**src/rtl/vga_timing_pkg.sv**
```systemverilog
// vga_timing_pkg: nominal 640x480@60 timing shared with the VGA core, plus the lock states
package vga_timing_pkg;
  localparam int H_VISIBLE = 640;
  localparam int H_SYNC = 96;
  localparam int H_BACK = 48;
  localparam int H_TOTAL = 800;
  localparam int V_VISIBLE = 480;
  localparam int V_SYNC = 2;
  localparam int V_BACK = 33;
  localparam int V_TOTAL = 525;
  localparam logic SYNC_ACTIVE = 1'b0;
  localparam int LOCK_FRAMES = 2;
  typedef enum logic [0:0] {HUNT = 1'b0, LOCKED = 1'b1} lock_state_t;
endpackage

```
**src/rtl/vga_sync_edge.sv**
```systemverilog
// vga_sync_edge: registers one sync input and flags its assertion and deassertion edges
//   clk_25_175, reset (async, active-low), sync in; assert_ev / deassert_ev out (decoded from the registered copy)
module vga_sync_edge #(
  parameter logic ACTIVE = vga_timing_pkg::SYNC_ACTIVE
) (
  input  logic clk_25_175,
  input  logic reset,
  input  logic sync,
  output logic assert_ev,
  output logic deassert_ev
);
  logic sync_q, sync_p;
  // Both stages reset to the asserted level so a sync already active at release is not taken as a new edge.
  always_ff @(posedge clk_25_175 or negedge reset)
    if (!reset) begin
      sync_q <= ACTIVE;
      sync_p <= ACTIVE;
    end else begin
      sync_q <= sync;
      sync_p <= sync_q;
    end
  assign assert_ev = sync_q == ACTIVE && sync_p != ACTIVE;
  assign deassert_ev = sync_q != ACTIVE && sync_p == ACTIVE;
endmodule

```
**src/rtl/vga_timing_monitor.sv**
```systemverilog
// vga_timing_monitor: recovers pixel coordinates from a VGA sync/RGB stream and checks its timing
//   in : clk_25_175, reset (async, active-low), h_sync, v_sync, r/g/b, clear_err
//   out: pix_x/pix_y/pix_data/pix_valid, frame_start, locked, err_hsw/err_hlen/err_vlen (sticky),
//        frame_sum/frame_sum_valid (per-frame signature), frame_count
module vga_timing_monitor #(
  parameter int H_VISIBLE = vga_timing_pkg::H_VISIBLE,
  parameter int H_SYNC = vga_timing_pkg::H_SYNC,
  parameter int H_BACK = vga_timing_pkg::H_BACK,
  parameter int H_TOTAL = vga_timing_pkg::H_TOTAL,
  parameter int V_VISIBLE = vga_timing_pkg::V_VISIBLE,
  parameter int V_SYNC = vga_timing_pkg::V_SYNC,
  parameter int V_BACK = vga_timing_pkg::V_BACK,
  parameter int V_TOTAL = vga_timing_pkg::V_TOTAL,
  parameter logic SYNC_ACTIVE = vga_timing_pkg::SYNC_ACTIVE,
  parameter int LOCK_FRAMES = vga_timing_pkg::LOCK_FRAMES
) (
  input  logic        clk_25_175,
  input  logic        reset,
  input  logic        h_sync,
  input  logic        v_sync,
  input  logic [3:0]  r,
  input  logic [3:0]  g,
  input  logic [3:0]  b,
  input  logic        clear_err,
  output logic [9:0]  pix_x,
  output logic [9:0]  pix_y,
  output logic [11:0] pix_data,
  output logic        pix_valid,
  output logic        frame_start,
  output logic        locked,
  output logic        err_hsw,
  output logic        err_hlen,
  output logic        err_vlen,
  output logic [15:0] frame_sum,
  output logic        frame_sum_valid,
  output logic [15:0] frame_count
);
  import vga_timing_pkg::*;
  localparam logic [9:0] H_OFF = 10'(H_SYNC + H_BACK);
  localparam logic [9:0] H_END = 10'(H_SYNC + H_BACK + H_VISIBLE - 1);
  localparam logic [9:0] V_OFF = 10'(V_SYNC + V_BACK);
  localparam logic [9:0] V_END = 10'(V_SYNC + V_BACK + V_VISIBLE - 1);
  localparam logic [9:0] H_SW = 10'(H_SYNC);
  localparam logic [10:0] H_LEN = 11'(H_TOTAL);
  localparam logic [9:0] V_LAST = 10'(V_TOTAL - 1);
  localparam logic [1:0] LOCK_N = 2'(LOCK_FRAMES);
  logic [11:0] rgb_q;
  logic clr_q, he, hd, ve, vd_unused;
  logic [9:0] hcnt, lcnt, cur_h, cur_l;
  logic h_seen, v_seen, dirty, vis, hsw_ev, hlen_ev, vlen_ev, err_ev, clean;
  lock_state_t state, state_n;
  logic [1:0] good, good_n;
  logic [15:0] sum;
  vga_sync_edge #(.ACTIVE(SYNC_ACTIVE)) u_hsync (
    .clk_25_175(clk_25_175), .reset(reset), .sync(h_sync), .assert_ev(he), .deassert_ev(hd)
  );
  vga_sync_edge #(.ACTIVE(SYNC_ACTIVE)) u_vsync (
    .clk_25_175(clk_25_175), .reset(reset), .sync(v_sync), .assert_ev(ve), .deassert_ev(vd_unused)
  );
  always_ff @(posedge clk_25_175 or negedge reset)
    if (!reset) begin
      rgb_q <= '0;
      clr_q <= 1'b0;
    end else begin
      rgb_q <= {r, g, b};
      clr_q <= clear_err;
    end
  // cur_h/cur_l are the coordinates of the sample currently in the input register.
  always_comb begin
    cur_h = he ? 10'd0 : (&hcnt ? hcnt : hcnt + 10'd1);
    cur_l = ve ? 10'd0 : (he && !(&lcnt) ? lcnt + 10'd1 : lcnt);
    hsw_ev = hd && h_seen && cur_h != H_SW;
    hlen_ev = he && h_seen && {1'b0, hcnt} + 11'd1 != H_LEN;
    vlen_ev = ve && v_seen && lcnt != V_LAST;
    err_ev = hsw_ev || hlen_ev || vlen_ev;
    clean = !(dirty || err_ev);
    vis = cur_h >= H_OFF && cur_h <= H_END && cur_l >= V_OFF && cur_l <= V_END;
    good_n = state == LOCKED ? (err_ev ? 2'd0 : good) : (ve && v_seen ? (clean ? good + 2'd1 : 2'd0) : good);
    state_n = state == LOCKED ? (err_ev ? HUNT : LOCKED) : (good_n == LOCK_N ? LOCKED : HUNT);
  end
  always_ff @(posedge clk_25_175 or negedge reset)
    if (!reset) begin
      hcnt <= '0;
      lcnt <= '0;
      h_seen <= 1'b0;
      v_seen <= 1'b0;
      dirty <= 1'b0;
      state <= HUNT;
      good <= '0;
      sum <= '0;
      err_hsw <= 1'b0;
      err_hlen <= 1'b0;
      err_vlen <= 1'b0;
      pix_x <= '0;
      pix_y <= '0;
      pix_valid <= 1'b0;
      pix_data <= '0;
      frame_start <= 1'b0;
      frame_count <= '0;
      frame_sum <= '0;
      frame_sum_valid <= 1'b0;
    end else begin
      hcnt <= cur_h;
      lcnt <= cur_l;
      h_seen <= h_seen || he;
      v_seen <= v_seen || ve;
      dirty <= !ve && (dirty || err_ev);
      state <= state_n;
      good <= good_n;
      // A pixel landing on the frame boundary seeds the new frame's signature.
      sum <= vis ? ((ve ? 16'd0 : {sum[14:0], sum[15]}) ^ {4'd0, rgb_q}) : (ve ? 16'd0 : sum);
      err_hsw <= hsw_ev || (err_hsw && !clr_q);
      err_hlen <= hlen_ev || (err_hlen && !clr_q);
      err_vlen <= vlen_ev || (err_vlen && !clr_q);
      if (vis) begin
        pix_x <= cur_h - H_OFF;
        pix_y <= cur_l - V_OFF;
      end
      pix_valid <= vis && state_n == LOCKED;
      pix_data <= rgb_q;
      frame_start <= ve;
      frame_count <= frame_count + {15'd0, ve};
      if (ve) frame_sum <= sum;
      frame_sum_valid <= ve && state == LOCKED && clean;
    end
  assign locked = state == LOCKED;
endmodule
```
**config.mk**
```make
export PLATFORM = sky130hd
export DESIGN_NAME = vga_timing_monitor
export DESIGN_NICKNAME = d
export VERILOG_FILES = /design/src/rtl/vga_timing_pkg.sv /design/src/rtl/vga_sync_edge.sv /design/src/rtl/vga_timing_monitor.sv
export SDC_FILE = /design/constraint.sdc
export NUM_CORES = 1
export LEC_CHECK = 0
export CORE_MARGIN = 1
export CORE_UTILIZATION = 45
export DETAILED_ROUTE_END_ITERATION = 12
export PLACE_DENSITY = 0.68
export SETUP_SLACK_MARGIN = 0.2
export SLEW_MARGIN = 20
export SYNTH_ARGS = -nofsm -noshare
export SYNTH_HDL_FRONTEND = slang
export SYNTH_SLANG_ARGS = --single-unit
```
**constraint.sdc**
```tcl
create_clock -name clk_25_175 -period 4.8 [get_ports clk_25_175]
set_input_delay 0.96 -clock clk_25_175 [delete_from_list [all_inputs] [get_ports clk_25_175]]
set_output_delay 0.96 -clock clk_25_175 [all_outputs]
set_load 0.02 [all_outputs]
```
==> metrics.md <==
| Metric | Value |
|---|---|
| Outcome | completed |
| Syn nets | 574 |
| Post-Synth Adder-Cell Area | 0.02308 |
| Number of remaining DRC errors | 0 |
| RD Place Congestion | 0.8944 |
| 1st-iter DRT viols | 296 |
| Clock power share | 0.439 |
| Clk_lat worst skew | 0.42 ns |
| # resized after CTS | 0 |
| CP startpoint kind | flip-flop |
| Mux cell area share after synthesis | 0.07534 |
| Synth Flop Type | dfrtp_1 |
| Crit Path Max Fanout | 20 |
| Num Clock Sinks | 129 |
| DRT Wirelength | 13770 um |
| Area grow syn2layout | 26.48% |
| Post-synthesis simple-gate area fraction | 0.1633 |
| Crit path arrival time | 3.96 ns |
| Largest family of logic cells by synthesized area | simple AND/OR/NAND/NOR gates |
| Cell Pwr Density | 370.3 nW/um^2 |
| Top post-synthesis cells by area | dfrtp_1, nand2_1, mux2i_1 |
| Root Buffer | clkbuf_16 |
| Hold Slack | 0.3681 ns |
| Critical Path Max Stage Delay | 0.52 ns |
| Final nets | 660 |
| Period utilization | 0.7628 |
| Tightest Hold Check Type | reg -> reg |
| Clk slew on worst S/H paths | 0.05 ns |
| Synth Area in XOR/XNOR | 0.05729 |
| Most instantiated cells after synthesis | dfrtp_1, nand2_1, nand3_1 |
| Die ar. | 13710 um^2 |
| Max Fclk | 273.1 MHz |
| CP delay by family, top | compound AO/OA/AOI/OAI gates |
| Worst Max-Slew Pin Slew | 0.7858 ns |
| Avg Cell Area, Syn | 10.92 um^2 |
| Kind of critical path | reg -> reg |
| Fin util | 0.5904 |
| # Post-CTS Setup Buffers | 0 |
| Most common cell in the synthesized netlist | dfrtp_1 |
| Largest net degree at the start of global routing | 76 |
| Worst Skew | 0.009676 ns |
| Setup crit end kind | flip-flop |
| Leakage | 3.360 nW |
| Max-Cap Viols | 0 |
| Async SR Flop Fraction | 1.000 |
| PortBufs | 87 |
| Dpl cells | 785 |
| Crit path time final | 3.662 ns |
| CP required | 5.09 ns |
| Initial Util | 0.4667 |
| Total congestion overflow | 0 |
| Overall power | 2.792 mW |
| Core area | 12770 um^2 |
| Sequential area share after synthesis | 0.5414 |
| Non-Filler Instances | 817 |
| Worst VDD drop | 0.2268 mV |
| CTS buffer count | 17 |
| Worst path bufs/invs | 3 |
| Cell area after synthesis | 5962 um^2 |
| Post-CTS Hold Buffers | 0 |
| Pre-antenna DRT Iters | 5 |
| Post-synthesis compound-gate area fraction | 0.1054 |
| Vias per cell | 5.496 |
| Top-area cell type share of the netlist area | 0.5414 |
| Part of the power in registers | 0.440 |
| DP HPWL | 9425 um |
| Routed Antenna Nets | 0 |
| Vias | 4490 |
| Maximum clock path buffer count | 2 |
| Vias in the first global route | 4456 |
| Worst reg2reg setup slack | 1.14 ns |
| Die X | 117.1 um |
| Internal power | 2.035 mW |
| Die Height | 117.1 um |
| Rel. slew slack | 0.4730 |
| Hold Fails Final Rpt | 0 |
| Io pins | 88 |
| Initial antenna violation count | 0 |
| Routed len/inst | 16.85 um |
| RSZ-0062 raised after global routing | no |
| First-pass GRT wire length | 22540 um |
| Diode count | 0 |
| CTS tree | yes |
| Synth Instances | 546 |
| Final setup violation count | 0 |
| Critical Path Slowest Stage Cell | and4_1 |
| Synth Warn # | 0 |
| Row count | 41 |
| Synthesized flop and latch total | 129 |
| Number of flops mapped to enable cells by yosys | 0 |
| Final TNS setup | 0 ns |
| Post-synth top area cell | dfrtp_1 |
| CP Cell Sequence | and4_1, nand3_1, a21oi_1, inv_1, ha_1, inv_1, o2111ai_1, a32oi_2, nor3_4, buf_4, mux2_1 |
| Max-slew violations | 0 |
| Sw Share | 0.2712 |
| Tot GR Track Use | 0.2221 |
| Sw power | 0.7572 mW |
| Comb pwr share | 0.121 |
| Layout cells sized above 1 | 0.08992 |
| CP dominant cell by count | inv_1 |
| H-tree depth | 4 |
| Post-synthesis cell type count | 65 |
==> worst paths after layout <==
check	startpoint	to	depth (start not counted)
max	hcnt[2]	pix_y[8]	11
min	u_vsync.sync_q	u_vsync.sync_p	0
max reg2reg	hcnt[2]	pix_y[8]	11
min reg2reg	u_vsync.sync_q	u_vsync.sync_p	0
max in group asynchronous	reset	pix_y[0]	2
min in group asynchronous	reset	pix_x[3]	1
==> metrics by stage <==
| step | setup slack, ns | instance area (um^2) |
|---|---|---|
| 4_1_cts | 1.193 | 7541 |
| 3_3_place_gp | 1.236 | 6974 |
| 6_report | 1.138 | 7541 |
| 5_1_grt | 0.8640 | 7541 |
| 2_1_floorplan | 1.206 | 5962 |
| 3_5_place_dp | 1.202 | 6974 |
==> routing by layer <==
layer / vias to the layer above / wire, um / global-route usage
li1: 2101 / - / -
met2: 133 / 6485 / 0.3412
met4: 0 / 197 / 0.09198
met5: - / 0 / 0
met1: 2242 / 6227 / 0.2878
met3: 14 / 858 / 0.07673
==> flip-flops by register name, summed over array words and instances (netlist names), 2 cells and up <==
register,cells
pix_y,10
frame_count,16
lcnt,10
rgb_q,12
frame_sum,16
pix_data,12
sum,16
pix_x,10
hcnt,10
good,2
==> placed cells by master (no fill, tap or decap), types with 9 or more instances in the layout <==
cell and instances:
dfrtp_1 129, nand2_1 92, clkdlybuf4s50_1 86, nand3_1 23, mux2i_1 22, xor2_1 21, nor2_1 20, inv_1 18
xnor2_1 18, clkbuf_16 17, a21oi_1 15, nor3_1 11, o21ai_0 11, ha_1 11, mux2_4 10, nand4_1 9
==> power groups by stage <==
stage,clock [mW],sequential [mW],combinational [mW]
3_5_place_dp,0,1.24,0.342
5_1_grt,1.30,1.24,0.372
2_1_floorplan,0,1.26,0.165
3_3_place_gp,0,1.24,0.338
6_report,1.22,1.23,0.339
4_1_cts,1.26,1.23,0.343
==> final cells by class <==
type	instances	area, um^2
Inverter	18	67.56
Clock inverter	11	106.4
Sequential cell	129	3228
Clock buffer	21	460.4
Fill cell	1068	5233
Timing Repair Buffer	94	933.4
Multi-Input combinational cell	372	2530
Tap cell	172	215.2
==> logic make-up after synthesis <==
kind of cell,Yosys count
AND/OR/NAND/NOR,199
flip-flops,129
AO/OA/AOI/OAI,84
buffers and inverters,45
XOR/XNOR,39
multiplexers,39
adder cells (fa/ha/maj),11
Power figures use the tool's default switching activity.
